### src/rtl/sdram_refresh_scheduler.sv
`default_nettype none
// ============================================================================
//  Module      : sdram_refresh_scheduler
//  Description : Generates SDRAM refresh requests for a CLK80-domain memory
//                controller. An interval counter ticks once every INTERVAL
//                CLK7 cycles. Each tick adds one owed refresh ("debt"). Each
//                completed four-phase REQ/ACK handshake pays one back and
//                advances the round-robin rank pointer.
//  Revision    : 1.0 - initial release
// ----------------------------------------------------------------------------
//  Ports
//    CLK7        in   1       sole clock, rising edge
//    REF_RESET   in   1       asynchronous active-high reset
//    EN          in   1       scheduling enable (SDRAM configured)
//    REF_ACK     in   1       acknowledge from controller, asynchronous
//    REF_REQ     out  1       registered refresh request level
//    REF_URGENT  out  1       registered, debt at or above URGENT_LEVEL
//    REF_RANK    out  RANK_W  rank to refresh, stable while REF_REQ=1
//    DEBT        out  DEBT_W  owed refreshes
//    OVERFLOW    out  1       sticky, a tick was lost at saturated debt
// ============================================================================
module sdram_refresh_scheduler #(
    parameter int INTERVAL     = 54,
    parameter int CNT_W        = 6,
    parameter int MAX_DEBT     = 8,
    parameter int DEBT_W       = 4,
    parameter int URGENT_LEVEL = 6,
    parameter int NUM_RANKS    = 2,
    parameter int RANK_W       = 1
) (
    input  logic              CLK7,
    input  logic              REF_RESET,
    input  logic              EN,
    input  logic              REF_ACK,
    output logic              REF_REQ,
    output logic              REF_URGENT,
    output logic [RANK_W-1:0] REF_RANK,
    output logic [DEBT_W-1:0] DEBT,
    output logic              OVERFLOW
);

    localparam logic [CNT_W-1:0]  CNT_LAST   = CNT_W'(INTERVAL - 1);
    localparam logic [DEBT_W-1:0] DEBT_MAX   = DEBT_W'(MAX_DEBT);
    localparam logic [DEBT_W-1:0] URGENT_THR = DEBT_W'(URGENT_LEVEL);
    localparam logic [RANK_W-1:0] RANK_LAST  = RANK_W'(NUM_RANKS - 1);

    typedef enum logic [1:0] {
        ST_IDLE    = 2'd0,
        ST_REQ     = 2'd1,
        ST_ACKWAIT = 2'd2
    } state_t;

    state_t            state;
    state_t            state_next;
    logic              ack_meta;
    logic              ack_s;
    logic [CNT_W-1:0]  cnt;
    logic              tick;
    logic              complete;
    logic [DEBT_W-1:0] debt_next;
    logic              ovf_set;

    // Two-flop synchronizer for the CLK80-domain acknowledge.
    always_ff @(posedge CLK7 or posedge REF_RESET) begin
        if (REF_RESET) begin
            ack_meta <= 1'b0;
            ack_s    <= 1'b0;
        end else begin
            ack_meta <= REF_ACK;
            ack_s    <= ack_meta;
        end
    end

    // Interval counter; held at zero while disabled so that enabling always
    // starts a full interval.
    always_ff @(posedge CLK7 or posedge REF_RESET) begin
        if (REF_RESET) begin
            cnt <= '0;
        end else if (!EN || (cnt == CNT_LAST)) begin
            cnt <= '0;
        end else begin
            cnt <= cnt + 1'b1;
        end
    end

    assign tick = EN && (cnt == CNT_LAST);

    // Handshake FSM. Dropping EN in REQ abandons the request (no completion);
    // once the acknowledge has been seen the handshake always runs to the end
    // so the controller is never left with a dangling ACK.
    always_comb begin
        state_next = state;
        complete   = 1'b0;
        case (state)
            ST_IDLE: begin
                if (EN && (DEBT != '0)) begin
                    state_next = ST_REQ;
                end
            end
            ST_REQ: begin
                if (!EN) begin
                    state_next = ST_IDLE;
                end else if (ack_s) begin
                    state_next = ST_ACKWAIT;
                    complete   = 1'b1;
                end
            end
            ST_ACKWAIT: begin
                if (!ack_s) begin
                    state_next = ST_IDLE;
                end
            end
            default: begin
                state_next = ST_IDLE;
            end
        endcase
    end

    // Debt bookkeeping. A simultaneous tick and completion cancel out, which
    // also means a tick at full debt is not lost in that case.
    always_comb begin
        debt_next = DEBT;
        ovf_set   = 1'b0;
        case ({tick, complete})
            2'b10: begin
                if (DEBT >= DEBT_MAX) begin
                    ovf_set = 1'b1;
                end else begin
                    debt_next = DEBT + 1'b1;
                end
            end
            2'b01: begin
                if (DEBT != '0) begin
                    debt_next = DEBT - 1'b1;
                end
            end
            default: begin
                debt_next = DEBT;
            end
        endcase
    end

    always_ff @(posedge CLK7 or posedge REF_RESET) begin
        if (REF_RESET) begin
            state      <= ST_IDLE;
            REF_REQ    <= 1'b0;
            REF_URGENT <= 1'b0;
            REF_RANK   <= '0;
            DEBT       <= '0;
            OVERFLOW   <= 1'b0;
        end else begin
            state      <= state_next;
            REF_REQ    <= (state_next == ST_REQ);
            REF_URGENT <= (debt_next >= URGENT_THR);
            DEBT       <= debt_next;
            OVERFLOW   <= OVERFLOW | ovf_set;
            // Rank only moves on completion, so it is stable throughout REQ.
            if (complete) begin
                REF_RANK <= (REF_RANK == RANK_LAST) ? '0 : REF_RANK + 1'b1;
            end
        end
    end

endmodule
`default_nettype wire

### config.mk
export PLATFORM = sky130hd
export DESIGN_NAME = sdram_refresh_scheduler
export DESIGN_NICKNAME = d
export VERILOG_FILES = /design/src/rtl/sdram_refresh_scheduler.sv
export SDC_FILE = /design/constraint.sdc
export NUM_CORES = 1
export LEC_CHECK = 0
export CAP_MARGIN = 20
export CORE_MARGIN = 2
export CORE_UTILIZATION = 50
export DETAILED_ROUTE_END_ITERATION = 10
export PLACE_DENSITY = 0.77
export SLEW_MARGIN = 20
export SYNTH_ARGS = -nofsm -noshare
export SYNTH_HDL_FRONTEND = slang
export SYNTH_SLANG_ARGS = --single-unit
### constraint.sdc
create_clock -name CLK7 -period 2.34 [get_ports CLK7]
set_clock_uncertainty 0.15 [all_clocks]
set_input_delay 0.702 -clock CLK7 [delete_from_list [all_inputs] [get_ports CLK7]]
set_output_delay 0.702 -clock CLK7 [all_outputs]
set_load 0.05 [all_outputs]
======== After elaboration in Yosys (flattened, before gate mapping) ========
Cells that the tools add are included.
word-level totals
  register bits ........................... 18
  memories kept ........................... 0
  word-level logic and storage cells ...... 43
  ROM bits ................................ 0
  memory bits (writable) .................. 0
  bits in latches ......................... 0
  bits of input ports ..................... 4
operators by class
  equal/unequal tests ..................... 6
  multipliers ............................. 0
  bitwise operators ....................... 1
  $add $sub $neg .......................... 4
  div/mod/pow operators ................... 0
  shifts and indexed selects .............. 0
  order comparisons ....................... 2
  muxes and demuxes ....................... 15
  reduce and logical (&&, ||, !) cells .... 6
operator list
  operator                                                           count
  2-to-1 mux 2 bit                                                   4
  2-to-1 mux 4 bit                                                   2
  case mux 4 bit (2 select lines)                                    1
  adder 6 x 1 -> 6 bit, second input constant                        1
  == test 2 x 1 -> 1 bit, second input constant                      3
  == test 6 bit, second input constant                               1
  2-to-1 mux 1 bit                                                   6
  2-to-1 mux 6 bit                                                   1
  case mux 2 bit (3 select lines)                                    1
  adder 4 x 1 -> 4 bit, second input constant                        1
  == test 2 bit, second input constant                               2
  greater-or-equal comparator 4 x 3 -> 1 bit, second input constant  1
  greater-or-equal comparator 4 bit, second input constant           1
  nonzero test 4 bit                                                 1
  subtractor 4 x 1 -> 4 bit, second input constant                   1
  logical AND 1 bit                                                  2
  zero test 2 bit                                                    1
  adder 1 bit, second input constant                                 1
  zero test 1 bit                                                    1
  logical OR 1 bit                                                   1
  bitwise OR 1 bit                                                   1

======== Depth between registers and ports, before layout ========
  depth after elaboration ................. 6
  depth in mapped cells ................... 11
  mapped depth without buffers ............ 10

======== Worst setup path after synthesis ========
OpenSTA, ideal clock, no wires.
  kind .................................... input -> register
  from .................................... input EN
  to ...................................... register REF_URGENT
  slack ................................... -118 ps
  stages .................................. 8
  data arrival time ....................... 2177 ps
  path buffers ............................ 1
  required time ........................... 2059 ps
  cell sequence ........................... nor2b_1 > nand3_1 > inv_1 > ha_1 > buf_2 > a221o_1 > a221o_1 > o2bb2ai_1
on the way
  cells in the longest elaborated chain, start to end .. 5
  elaborated cells on any way between the ends .. 7
ends and longest elaborated chain
  element                                                  RTL line  RTL
  start, declared                                          33        input logic EN,
  2-to-1 mux 1 bit                                         101       if (!EN) begin
  2-to-1 mux 1 bit                                         94        case (state)
  == test 2 x 1 -> 1 bit or == test 2 bit (tied branches)  124       case ({tick, complete})
  case mux 4 bit (2 select lines) (*)                      124
  via debt_next[1]                                         60        logic [DEBT_W-1:0] debt_next;
  greater-or-equal comparator 4 x 3 -> 1 bit (*)           154       REF_URGENT <= (debt_next >= URGENT_THR);
  end signal, assigned                                     154
  end, declared                                            36        output logic REF_URGENT,
The timed path passes the listed nets; every way through them passes the cells marked *.
A chain may end at the register's enable or synchronous reset.

======== Worst setup path after layout ========
Ends and elaborated chain as after synthesis.

==> results.txt <==
Port Buffer Count - 11
Seq/Total Area, Yosys - 47.2%
CTS tree - done
Max-Slew Margin vs Limit - 60.0%
RSZ-0062 raised after global routing - no
antenna-violating nets left - 0
worst-skew pair later-pin latency - 0.29 ns
design area - 1260 sq um
Async SR Flop Fraction - 100%
via count - 774
core area - 1760 sq um
largest net degree at the start of global routing - 19
clk buf depth - 2
final core area utilization - 71.2%
Crit path required time - 2.37 ns
Post-Place Setup Slack - -0.499 ns
count leader, synth - dfrtp_1
hold slack - 0.216 ns
vias in the first global route - 728
Starting DRT DRC Count - 19
final setup fails - 0
Hold WC Path Type - reg2reg
Top cell by count, worst path - a221o_1
Max Clk Rate - 435 MHz
Post-synth top flop - dfrtp_1
Area growth syn-to-layout - 31.6%
CP Capture Type - flip-flop
synthesized cell area - 955 sq um
share of the synthesized area in the top cell type - 47.2%
DP HPWL - 1420 microns
final wirelength - 2130 microns
Final Wtd Congestion - 0.850
Worst Path Buf+Inv - 2
slowest stage delay, CP - 0.34 ns
max-slew violations - 0
FF+latch count, synth - 18
initial antenna violation count - 0
Final nets - 129
top cells by count, synth - dfrtp_1 (18), inv_1 (9), nor2_1 (9), ha_1 (6)
GRT overflow - 0
Final Hold Vio Count - 0
fin crit period - 2.30 ns
Die ar. - 2270 sq um
Post-route DRC - 0
clk slew on worst S/H paths - 0.10 ns
vias per inst - 5.45
routed len/inst - 15.0 microns
non-filler cells, final - 142
clock sinks - 18
Slew @ Worst Pin - 0.600 ns
status - complete, no violations
Yosys cell types - 32
Die Wd - 47.7 microns
first-pass GRT wire length - 3350 microns
Crit Path Max Fanout - 7
Fillers - 143
layout cells sized above 1 - 26.5%
Worst setup SP type - input port
Power Total - 0.503 mW
Net Count, Synth - 102
Post-synth EDFFs - 0
Pwr Density - 401 nW/um^2
Crit path max-delay family - compound AO/OA/AOI/OAI gates
die height - 47.7 microns
Placed Instances - 138
Mean Syn Cell Area - 10.4 sq um
Final TNS setup - 0 ns
# IOs - 12
GRT Total Usage - 21.7%
CTS Buf Count - 3
Static Leak - 0.598 nW
num rows - 15
H-tree levels - 1
cells after synthesis - 92
Worst EP arrival - 2.32 ns
CP Cell Sequence - dlygate4sd2_1 -> nor2b_4 -> nand3_4 -> inv_2 -> ha_4 -> a221o_1 -> a221o_1 -> o2bb2ai_1
critical path's slowest cell - a221o_1
Synth warnings - 0
first-pass iteration count of the detailed router - 4
Worst VDD drop - 0.294 mV
Post-Place Cell Area - 1190 sq um
Setup Crit Path Kind - in2reg
fin crit share - 98.2%
Max Cap Viol - 0
area leader, netlist - dfrtp_1
setup ws final - 0.0427 ns
ANT cells - 0
CTS Root Cell - clkbuf_4
Initial Utilization - 54.1%
largest cells by area after synthesis - dfrtp_1 (47%), ha_1 (7.9%), inv_1 (3.5%)
## state kept, by name, indices dropped and copies added (netlist names)
register and flops:
cnt 6, DEBT 4, state 2, OVERFLOW 1, REF_RANK 1, REF_REQ 1
REF_URGENT 1, ack_meta 1, ack_s 1
## layout by cell type (no fill, tap or decap), types with 3 or more instances in the layout
| cell | instances |
|---|---|
| inv_1 | 8 |
| nand2_1 | 5 |
| xnor2_1 | 3 |
| o21ai_0 | 3 |
| clkbuf_4 | 3 |
| nor2b_1 | 4 |
| clkdlybuf4s50_1 | 4 |
| dfrtp_1 | 18 |
| nor2_1 | 9 |
| ha_1 | 4 |
| buf_4 | 19 |
## worst paths after layout
kind / from / to / slack [ns] / cells past startpoint
worst min register to register: ack_meta$_DFF_PP0_ / ack_s$_DFF_PP0_ / 0.22 / 0
min in group asynchronous: REF_RESET / ack_s$_DFF_PP0_ / 0.56 / 3
worst min-delay path: ack_meta$_DFF_PP0_ / ack_s$_DFF_PP0_ / 0.22 / 0
max in group asynchronous: REF_RESET / REF_URGENT$_DFF_PP0_ / 1.29 / 3
worst max register to register: cnt[0]$_DFF_PP0_ / REF_URGENT$_DFF_PP0_ / 0.09 / 8
worst max-delay path: EN / REF_URGENT$_DFF_PP0_ / 0.04 / 8
## cell families after synthesis
| logic type | synth area share (%) |
|---|---|
| muxes | 2.23 |
| DFF | 47.2 |
| xor gates and xnor gates | 4.59 |
| adders and majority gates | 7.86 |
| and+or+nand+nor | 18.3 |
| AOI/OAI and AO/OA | 14.7 |
| buffers and inverters | 5.11 |
## timing repair
action / in CTS / in global routing
hold buffers: 0 / 0
buffers inserted: 1 / 0
pin swaps: 1 / 1
endpoints found under the hold margin: 0 / 0
gates resized for setup: 7 / 1
endpoints found under the setup margin: 5 / 1
## power by group
group | switching (mW) | internal (mW) | leakage (nW)
Combinational | 0.0145 | 0.0129 | 0.340
Sequential | 0.00555 | 0.317 | 0.244
Clock | 0.0936 | 0.0599 | 0.0138
## per-layer routing
| layer | wire length, microns | track usage (%) | vias up |
|---|---|---|---|
| met5 | 0 | 0 | - |
| met3 | 63 | 3.40 | 2 |
| li1 | - | - | 373 |
| met1 | 907 | 26.1 | 381 |
| met2 | 1150 | 39.5 | 18 |
| met4 | 12 | 6.49 | 0 |
## area by class of cell
cell class	instances	area (sq um)	share of cell area, %
Clock buffer	3	22.5	1.79
Timing Repair Buffer	25	211	16.8
Sequential cell	18	450	35.9
Multi-Input combinational cell	62	507	40.3
Tap cell	25	31.3	2.49
Inverter	9	33.8	2.69
(Power assumes the default switching activity.)
